**src/rtl/raiz_arbitro.sv**
```systemverilog
// raiz_arbitro: round-robin arbiter sharing one square-root unit between two requesters.
// Defining RAIZ_TIMEOUT_EN adds a TIMEOUT_CICLOS watchdog on the ESPERAR state.
module raiz_arbitro #(
  parameter int TIMEOUT_CICLOS = 64
) (
  input  logic        clk,
  input  logic        rst_n,
  input  logic        req0,
  input  logic        req1,
  input  logic [15:0] radicando0,
  input  logic [15:0] radicando1,
  output logic        hecho0,
  output logic        hecho1,
  output logic [15:0] res0,
  output logic [15:0] res1,
  output logic        error0,
  output logic        error1,
  output logic        ocupado,
  output logic        iniciar,
  output logic [15:0] radicando,
  input  logic [15:0] raiz_res,
  input  logic        terminado
);

  typedef enum logic [1:0] {
    IDLE,
    LANZAR,
    ESPERAR,
    ENTREGAR
  } estado_t;

  estado_t     estado;
  estado_t     sig;
  logic        gnt;
  logic        ultimo;
  logic        ganador;
  logic        hay_req;
  logic        term_q;
  logic        flanco;
  logic        fin;
  logic [15:0] res0_q;
  logic [15:0] res1_q;
  logic [15:0] rad_q;
  logic [15:0] dato;

  assign hay_req = req0 | req1;
  // ultimo is the index served last; on contention the other one wins
  assign ganador = (req0 & req1) ? ~ultimo : req1;
  assign flanco  = (estado == ESPERAR) & terminado & ~term_q;

`ifdef RAIZ_TIMEOUT_EN
  localparam int CW = $clog2(TIMEOUT_CICLOS + 1);

  logic [CW-1:0] cnt;
  logic          err_q;
  logic          vence;

  assign vence = (estado == ESPERAR) &
                 (cnt == CW'(TIMEOUT_CICLOS - 1));
  // a real completion in the timeout cycle takes precedence
  assign fin   = flanco | vence;
  assign dato  = flanco ? raiz_res : 16'hFFFF;

  always_ff @(posedge clk or negedge rst_n) begin
    if (!rst_n) begin
      cnt <= '0;
    end else if (estado == ESPERAR) begin
      cnt <= cnt + CW'(1);
    end else begin
      cnt <= '0;
    end
  end

  always_ff @(posedge clk or negedge rst_n) begin
    if (!rst_n) begin
      err_q <= 1'b0;
    end else if (fin) begin
      err_q <= ~flanco;
    end
  end

  assign error0 = hecho0 & err_q;
  assign error1 = hecho1 & err_q;
`else
  logic unused_cfg;

  assign unused_cfg = ^TIMEOUT_CICLOS;
  assign fin        = flanco;
  assign dato       = raiz_res;
  assign error0     = 1'b0;
  assign error1     = 1'b0;
`endif

  always_ff @(posedge clk or negedge rst_n) begin
    if (!rst_n) begin
      estado <= IDLE;
    end else begin
      estado <= sig;
    end
  end

  always_comb begin
    sig = estado;
    unique case (estado)
      IDLE:     if (hay_req) sig = LANZAR;
      LANZAR:   sig = ESPERAR;
      ESPERAR:  if (fin) sig = ENTREGAR;
      ENTREGAR: sig = IDLE;
      default:  sig = IDLE;
    endcase
  end

  always_ff @(posedge clk or negedge rst_n) begin
    if (!rst_n) begin
      gnt    <= 1'b0;
      ultimo <= 1'b1;
      term_q <= 1'b0;
      rad_q  <= '0;
      res0_q <= '0;
      res1_q <= '0;
    end else begin
      term_q <= terminado;
      if (estado == IDLE && hay_req) begin
        gnt    <= ganador;
        ultimo <= ganador;
        rad_q  <= ganador ? radicando1 : radicando0;
      end
      if (fin) begin
        if (gnt) res1_q <= dato;
        else     res0_q <= dato;
      end
    end
  end

  assign hecho0    = (estado == ENTREGAR) & ~gnt;
  assign hecho1    = (estado == ENTREGAR) & gnt;
  assign res0      = res0_q;
  assign res1      = res1_q;
  assign ocupado   = (estado != IDLE);
  assign iniciar   = (estado == LANZAR);
  assign radicando = rad_q;

endmodule

```
**config.mk**
```make
export PLATFORM = sky130hd
export DESIGN_NAME = raiz_arbitro
export DESIGN_NICKNAME = d
export VERILOG_FILES = /design/src/rtl/raiz_arbitro.sv
export SDC_FILE = /design/constraint.sdc
export NUM_CORES = 1
export LEC_CHECK = 0
export ABC_CLOCK_PERIOD_IN_PS = 3800
export CAP_MARGIN = 20
export CELL_PAD_IN_SITES_DETAIL_PLACEMENT = 0
export CELL_PAD_IN_SITES_GLOBAL_PLACEMENT = 2
export CORE_UTILIZATION = 27
export CTS_BUF_LIST = sky130_fd_sc_hd__clkbuf_4 sky130_fd_sc_hd__clkbuf_8 sky130_fd_sc_hd__clkbuf_16
export DETAILED_ROUTE_END_ITERATION = 10
export GPL_ROUTABILITY_DRIVEN = 0
export HOLD_SLACK_MARGIN = 0.05
export PLACE_DENSITY = 0.95
export SLEW_MARGIN = 40
export SYNTH_ARGS = -nofsm -noshare
export SYNTH_HDL_FRONTEND = slang
export SYNTH_SLANG_ARGS = --single-unit
```
**constraint.sdc**
```tcl
create_clock -name clk -period 3.8 [get_ports clk]
set_input_delay 0.76 -clock clk [delete_from_list [all_inputs] [get_ports clk]]
set_output_delay 0.76 -clock clk [all_outputs]
set_load 0.01 [all_outputs]
```
==> results of run 1 <==
==> metal layers <==
layer / up-vias / part of all wire / GRT usage
li1: 837 / - / -
met3: 5 / 0.098 / 0.0469
met4: 0 / 0.0086 / 0.0308
met1: 821 / 0.44 / 0.152
met5: - / 0 / 0
met2: 81 / 0.45 / 0.204
==> cell families (layout without fill, tap and decap cells) <==
family          count (synthesis)  count (layout)  synth area share
compound gates                 41              41             0.100
fa+ha+maj                       4               4            0.0218
buf+inv                        14             117            0.0397
flops                          53              53             0.577
mux                            33              33             0.178
other cells                     1               2           0.00163
simple gates                   39              39            0.0816
==> report_power, final <==
part           internal, mW  total [mW]  switching [mW]
clock network         0.214       0.398           0.184
registers             0.850        1.01           0.165
logic                 0.801        1.31           0.510
total                  1.87        2.72           0.859
==> area by class of cell <==
class	count	area (µm²)
clock inverter	2	37.5
fill	796	4690
timing repair buffer	106	1050
inverter	3	11.3
clock buffer	6	82.6
tap	105	131
sequential	53	1330
multi-input combinational	119	885
==> metrics by stage <==
step                      setup WS (ns)  cells   util  hold slack, ns  instance area (µm²)
after detailed placement           1.31    386  0.414           0.494                 3410
after global placement             1.39    386  0.414           0.488                 3410
after global routing               1.19    394  0.429           0.541                 3530
after CTS                          1.26    394  0.429           0.517                 3530
final                              1.31    394  0.429           0.502                 3530
after floorplan                    2.03    186      -           0.464                 2300
==> synth_stat cells (2+ instances only) <==
| library cell | instances | area share |
|---|---|---|
| ha_1 | 4 | 0.022 |
| nor2_1 | 17 | 0.028 |
| inv_1 | 3 | 0.0049 |
| nand2_1 | 17 | 0.028 |
| buf_4 | 2 | 0.0065 |
| buf_2 | 6 | 0.013 |
| a21oi_1 | 33 | 0.072 |
| mux2_4 | 10 | 0.065 |
| mux2_2 | 23 | 0.11 |
| dfrtp_1 | 52 | 0.57 |
==> worst max-delay path by stage <==
stage	startpoint	endpoint	slack, ns	cells past startpoint
after floorplan	terminado	res0[10]$_DFFE_PN0P_	2.03	4
after global placement	terminado	res1[5]$_DFFE_PN0P_	1.39	3
after detailed placement	terminado	res1[3]$_DFFE_PN0P_	1.31	3
after CTS	estado[0]$_DFFE_PN0P_	ocupado	1.26	4
after global routing	estado[0]$_DFFE_PN0P_	ocupado	1.19	4
final	estado[0]$_DFFE_PN0P_	ocupado	1.31	4
==> sequential cells by signal, summed over array words and instances, names as in the netlist <==
name       flops
radicando     16
res0          16
res1          16
estado         2
gnt            1
term_q         1
ultimo         1
==> impl_metrics.tcl, run 1 <==
set metrics [dict create \
    synth_warnings 0 \
    post_drt_wl_per_cell_um 13.3 \
    design.final.nets 345 \
    global_route.overflow_total 0 \
    required_ns 3.04 \
    viasPerCell 4.43 \
    row_count 33 \
    setup_tns_ns 0 \
    final_layout_size_suffix_gt1_frac 0.176 \
    postRouteWirelength_mm 5.23 \
    post-route-drc-count 0 \
    synth-seq-cells 53 \
    total_of_endpoints_with_negative_setup_slack_in_the_final_report 0 \
    cts.repair.resized 0 \
    fin_total_pwr_mw 2.72 \
    dp_hpwl_mm 3.86 \
    netlist-cell-type-count 28 \
    finalCriticalPeriod_ns 2.49 \
    core_area_mm2 0.00822 \
    worstPathMaxFanout 7 \
    leakagePower_nw 1.51 \
    num_antenna_cells 0 \
    critPathKind "flip-flop to output port" \
    grt_first_pass_wirelength_mm 8.58 \
    die_width_um 94.3 \
    synth_cells 185 \
    max-slew-margin-rel 0.500 \
    initial_core_utilization 0.280 \
    max_cap_violations 0 \
    detailedRoute.firstIterationViolations 18 \
    crit_path_max_incr_delay_ns 0.56 \
    grt_pass1_vias 1778 \
    cts.clk_slew.worst_paths_ns 0.10 \
    antenna_viol_nets_final 0 \
    run_status "complete, no violations" \
    count_of_tritonroute_iterations_in_the_first_routing_pass 4 \
    hold_path_class "primary input to async pin" \
    design.portCount 107 \
    routed-via-count 1744 \
    synth.avg_cell_area_um2 12.4 \
    finalMaxSlewViolations 0 \
    clock_sinks 53 \
    syn2layout_area_growth_pct 53.3 \
    max_clock_skew_ns 0.00754 \
    r2r.worst_path.cells 4 \
    ys_dominant_reg_cell "dfrtp_1" \
    yosysSeqAreaShare 0.577 \
    final_cell_mix "103 x clkdlybuf4s50_1, 52 x dfrtp_1, 33 x a21oi_1" \
    mostFrequentLayoutCell "clkdlybuf4s50_1" \
    max-clock-path-buffers 2 \
    achievable-frequency_mhz 402 \
    r2r_start "estado[0]$_DFFE_PN0P_" \
    hold_viol 0 \
    cts_made_buffers 5 \
    critical_path_arrival_ns 1.73 \
    h-tree-depth 2 \
    rsz_0062_raised_after_global_routing "no" \
    antenna_found_initial 0 \
    mappedNetlistArea_mm2 0.00230 \
    vdd_ir_drop_max_mv 0.220 \
    timing.critical_path.cells "inv_1 -> ha_1 -> inv_1 -> clkdlybuf4s50_1" \
    ys_async_sr_fraction 1.00 \
    crit_path_top_delay_cell "clkdlybuf4s50_1" \
    postCtsHoldBufs 0 \
    worst_slew_pin_slew_ns 0.746 \
    grt_start_max_net_pins 33 \
    critical-path-top-cell-by-count "inv_1" \
    worst_setup_path_end_kind "output port" \
    buffer_ports.inserted 104 \
    crit_buf_inv 3 \
    postCtsSetupBuffers 0 \
    tritoncts "yes" \
    clock-root-buffer "clkbuf_8" \
    final.period_utilization 0.655 \
    powerDensity_mw_per_mm2 773 \
    synth-edff-count 0 \
    die_area_mm2 0.00889 \
    clkLatencyLatePin_ns 0.30 \
    gr-usage-all-layers 0.124 \
    die_ht_um 94.3 \
    critical_path.reg2reg.endpoint "res1[13]$_DFFE_PN0P_" \
    crit_path_start_kind "flip-flop" \
    cp_top_family "buffers and inverters" \
    rrSetupSlack_ns 2.00 \
]
Power figures use the tool's default switching activity.
==> inputs of run 2 (changes only) <==
--- a/config.mk
+++ b/config.mk
@@ -5,16 +5,16 @@
 export SDC_FILE = /design/constraint.sdc
 export NUM_CORES = 1
 export LEC_CHECK = 0
-export ABC_CLOCK_PERIOD_IN_PS = 3800
+export ABC_CLOCK_PERIOD_IN_PS = 2300
 export CAP_MARGIN = 20
 export CELL_PAD_IN_SITES_DETAIL_PLACEMENT = 0
 export CELL_PAD_IN_SITES_GLOBAL_PLACEMENT = 2
-export CORE_UTILIZATION = 27
+export CORE_UTILIZATION = 25
 export CTS_BUF_LIST = sky130_fd_sc_hd__clkbuf_4 sky130_fd_sc_hd__clkbuf_8 sky130_fd_sc_hd__clkbuf_16
 export DETAILED_ROUTE_END_ITERATION = 10
 export GPL_ROUTABILITY_DRIVEN = 0
 export HOLD_SLACK_MARGIN = 0.05
-export PLACE_DENSITY = 0.95
+export PLACE_DENSITY = 0.91
 export SLEW_MARGIN = 40
 export SYNTH_ARGS = -nofsm -noshare
 export SYNTH_HDL_FRONTEND = slang
==> constraint.sdc (replaced) <==
create_clock -name clk -period 2.3 [get_ports clk]
set_input_delay 0.46 -clock clk [delete_from_list [all_inputs] [get_ports clk]]
set_output_delay 0.46 -clock clk [all_outputs]
set_load 0.01 [all_outputs]
==> run 2 against run 1 <==
  * The flow now finishes with violations (DRC)
  * Total power up 64%
  * Final area up 0.82%
  * Combinational power up 71%
  * Worst setup slack worse by 1.1 ns
  * Critical path depth unchanged
  * Critical path type unchanged
==> impl_metrics.tcl, run 2 (synthesis gave the netlist of run 1 again) <==
set metrics [dict create \
    run_status "complete, but fails checks" \
    violations "DRC" \
    cp_top_family "buffers and inverters" \
    buffer_ports.inserted 104 \
    finalCriticalPeriod_ns 2.11 \
    viasPerCell 4.41 \
    core_area_mm2 0.00881 \
    vdd_ir_drop_max_mv 0.333 \
    setup_tns_ns 0 \
    max_clock_skew_ns 0.00855 \
    hold_path_class "primary input to async pin" \
    required_ns 1.84 \
    final_cell_area_excluding_filler_cells_mm2 0.00355 \
    cts.clk_slew.worst_paths_ns 0.10 \
    row_count 34 \
    crit_path_max_incr_delay_ns 0.57 \
    crit_buf_inv 3 \
    maxUsedRoutingLayer "met4" \
    p_int_mw 2.98 \
    netSwitchingPower_mw 1.47 \
    global_route.overflow_total 0 \
    detailedRoute.firstIterationViolations 39 \
    crit_path_top_delay_cell "clkdlybuf4s50_1" \
    postCtsHoldBufs 0 \
    postRouteWirelength_mm 5.66 \
    max_cap_violations 0 \
    die_area_mm2 0.00959 \
    tritoncts "yes" \
    die_width_um 97.9 \
    worstPathMaxFanout 4 \
    finalMaxSlewViolations 0 \
    fin_total_pwr_mw 4.46 \
    switching_share 0.331 \
    max-slew-margin-rel 0.566 \
    final.period_utilization 0.918 \
    critPathKind "flip-flop to output port" \
    gr-usage-all-layers 0.122 \
    antenna_viol_nets_final 0 \
    worst_slew_pin_slew_ns 0.650 \
    detailroute.wirelength.met3_um 572 \
    dp_hpwl_mm 4.07 \
    postCtsSetupBuffers 0 \
    power.clock.fraction 0.123 \
    post-route-drc-count 12 \
    total_of_endpoints_with_negative_setup_slack_in_the_final_report 0 \
    max-clock-path-buffers 2 \
    rrSetupSlack_ns 0.47 \
    initial_core_utilization 0.261 \
    clkLatencyLatePin_ns 0.31 \
    final_cell_mix "103 x clkdlybuf4s50_1, 52 x dfrtp_1, 33 x a21oi_1" \
    num_antenna_cells 0 \
    routed-via-count 1767 \
    grt_start_max_net_pins 30 \
    placed_cell_area_mm2 0.00346 \
    clock_sinks 53 \
    grt_first_pass_wirelength_mm 9.24 \
    hold_viol 0 \
    mostFrequentLayoutCell "clkdlybuf4s50_1" \
    design.portCount 107 \
    achievable-frequency_mhz 474 \
    count_of_tritonroute_iterations_in_the_first_routing_pass 7 \
    clock-root-buffer "clkbuf_8" \
    crit_path_start_kind "flip-flop" \
    critical_path_arrival_ns 1.65 \
    cts_made_buffers 5 \
    post_drt_wl_per_cell_um 14.1 \
    final_layout_size_suffix_gt1_frac 0.188 \
    leakagePower_nw 1.52 \
    share_comb_of_total_power 0.502 \
    critical-path-top-cell-by-count "inv_1" \
    timing.critical_path.cells "inv_1 -> ha_1 -> inv_1 -> clkdlybuf4s50_1" \
    h-tree-depth 2 \
    sequentialPowerShare 0.375 \
    grt_pass1_vias 1853 \
    die_ht_um 97.9 \
    design.final.nets 349 \
    antenna_found_initial 0 \
    worst_setup_path_end_kind "output port" \
    syn2layout_area_growth_pct 54.6 \
    routed_met2_length_mm 2.58 \
    routedLengthMet1_mm 2.49 \
    rsz_0062_raised_after_global_routing "no" \
    cts.repair.resized 0 \
    powerDensity_mw_per_mm2 1250 \
    postLayoutCoreUtil 0.404 \
]
-- run 2: cell types whose count changed in the layout (fill, tap and decap cells not counted), sizes merged --
| cell | before | now |
|---|---|---|
| clkinv | 0 | 1 |
| bufinv | 1 | 0 |
| buf | 3 | 7 |
| clkbuf | 6 | 5 |
| inv | 3 | 4 |
-- run 2: worst paths after layout --
| kind | start | cells past startpoint | endpoint |
|---|---|---|---|
| min | rst_n | 1 | res1[8]$_DFFE_PN0P_ |
| max in group asynchronous | rst_n | 2 | res1[0]$_DFFE_PN0P_ |
| max | estado[0]$_DFFE_PN0P_ | 4 | ocupado |
| min in group clk | res1[8]$_DFFE_PN0P_ | 1 | res1[8]$_DFFE_PN0P_ |
| max reg2reg | estado[0]$_DFFE_PN0P_ | 4 | res1[0]$_DFFE_PN0P_ |
| min reg2reg | res1[8]$_DFFE_PN0P_ | 1 | res1[8]$_DFFE_PN0P_ |
-- run 2: area by class of cell --
cell class	instances	area (µm²)
tap	108	135
clock buffer	5	68.8
sequential	53	1330
inverter	3	11.3
timing repair buffer	110	1110
multi-input combinational	119	885
clock inverter	3	21.3
fill	862	5250
-- run 2: stage by stage --
| stage | worst slack [ns] | hold slack (ns) | instances |
|---|---|---|---|
| after CTS | 0.148 | 0.180 | 401 |
| after global routing | 0.0676 | 0.192 | 401 |
| after floorplan | 0.650 | 0.164 | 186 |
| after detailed placement | 0.128 | 0.494 | 393 |
| final | 0.188 | 0.174 | 401 |
| after global placement | 0.204 | 0.489 | 393 |
-- run 2: power groups by stage --
stage                     Clock [mW]  Sequential, mW  Combinational (mW)
after global placement             0            1.69                2.22
after CTS                      0.586            1.68                2.27
final                          0.547            1.67                2.24
after detailed placement           0            1.70                2.26
after floorplan                    0            1.87               0.838
after global routing           0.617            1.75                2.42
-- run 2: layer usage --
| layer | GRT usage | vias up |
|---|---|---|
| met2 | 0.192 | 80 |
| li1 | - | 844 |
| met3 | 0.0530 | 2 |
| met4 | 0.0245 | 0 |
| met1 | 0.155 | 841 |
| met5 | 0 | - |
==> inputs of run 3 (changes only) <==
--- a/config.mk
+++ b/config.mk
@@ -11,6 +11,7 @@
 export CELL_PAD_IN_SITES_GLOBAL_PLACEMENT = 2
 export CORE_UTILIZATION = 25
 export CTS_BUF_LIST = sky130_fd_sc_hd__clkbuf_4 sky130_fd_sc_hd__clkbuf_8 sky130_fd_sc_hd__clkbuf_16
+export CTS_CLUSTER_SIZE = 28
 export DETAILED_ROUTE_END_ITERATION = 10
 export GPL_ROUTABILITY_DRIVEN = 0
 export HOLD_SLACK_MARGIN = 0.05
==> results of run 3 <==
The final DEF is identical to that of run 2; final timing and power are the same.
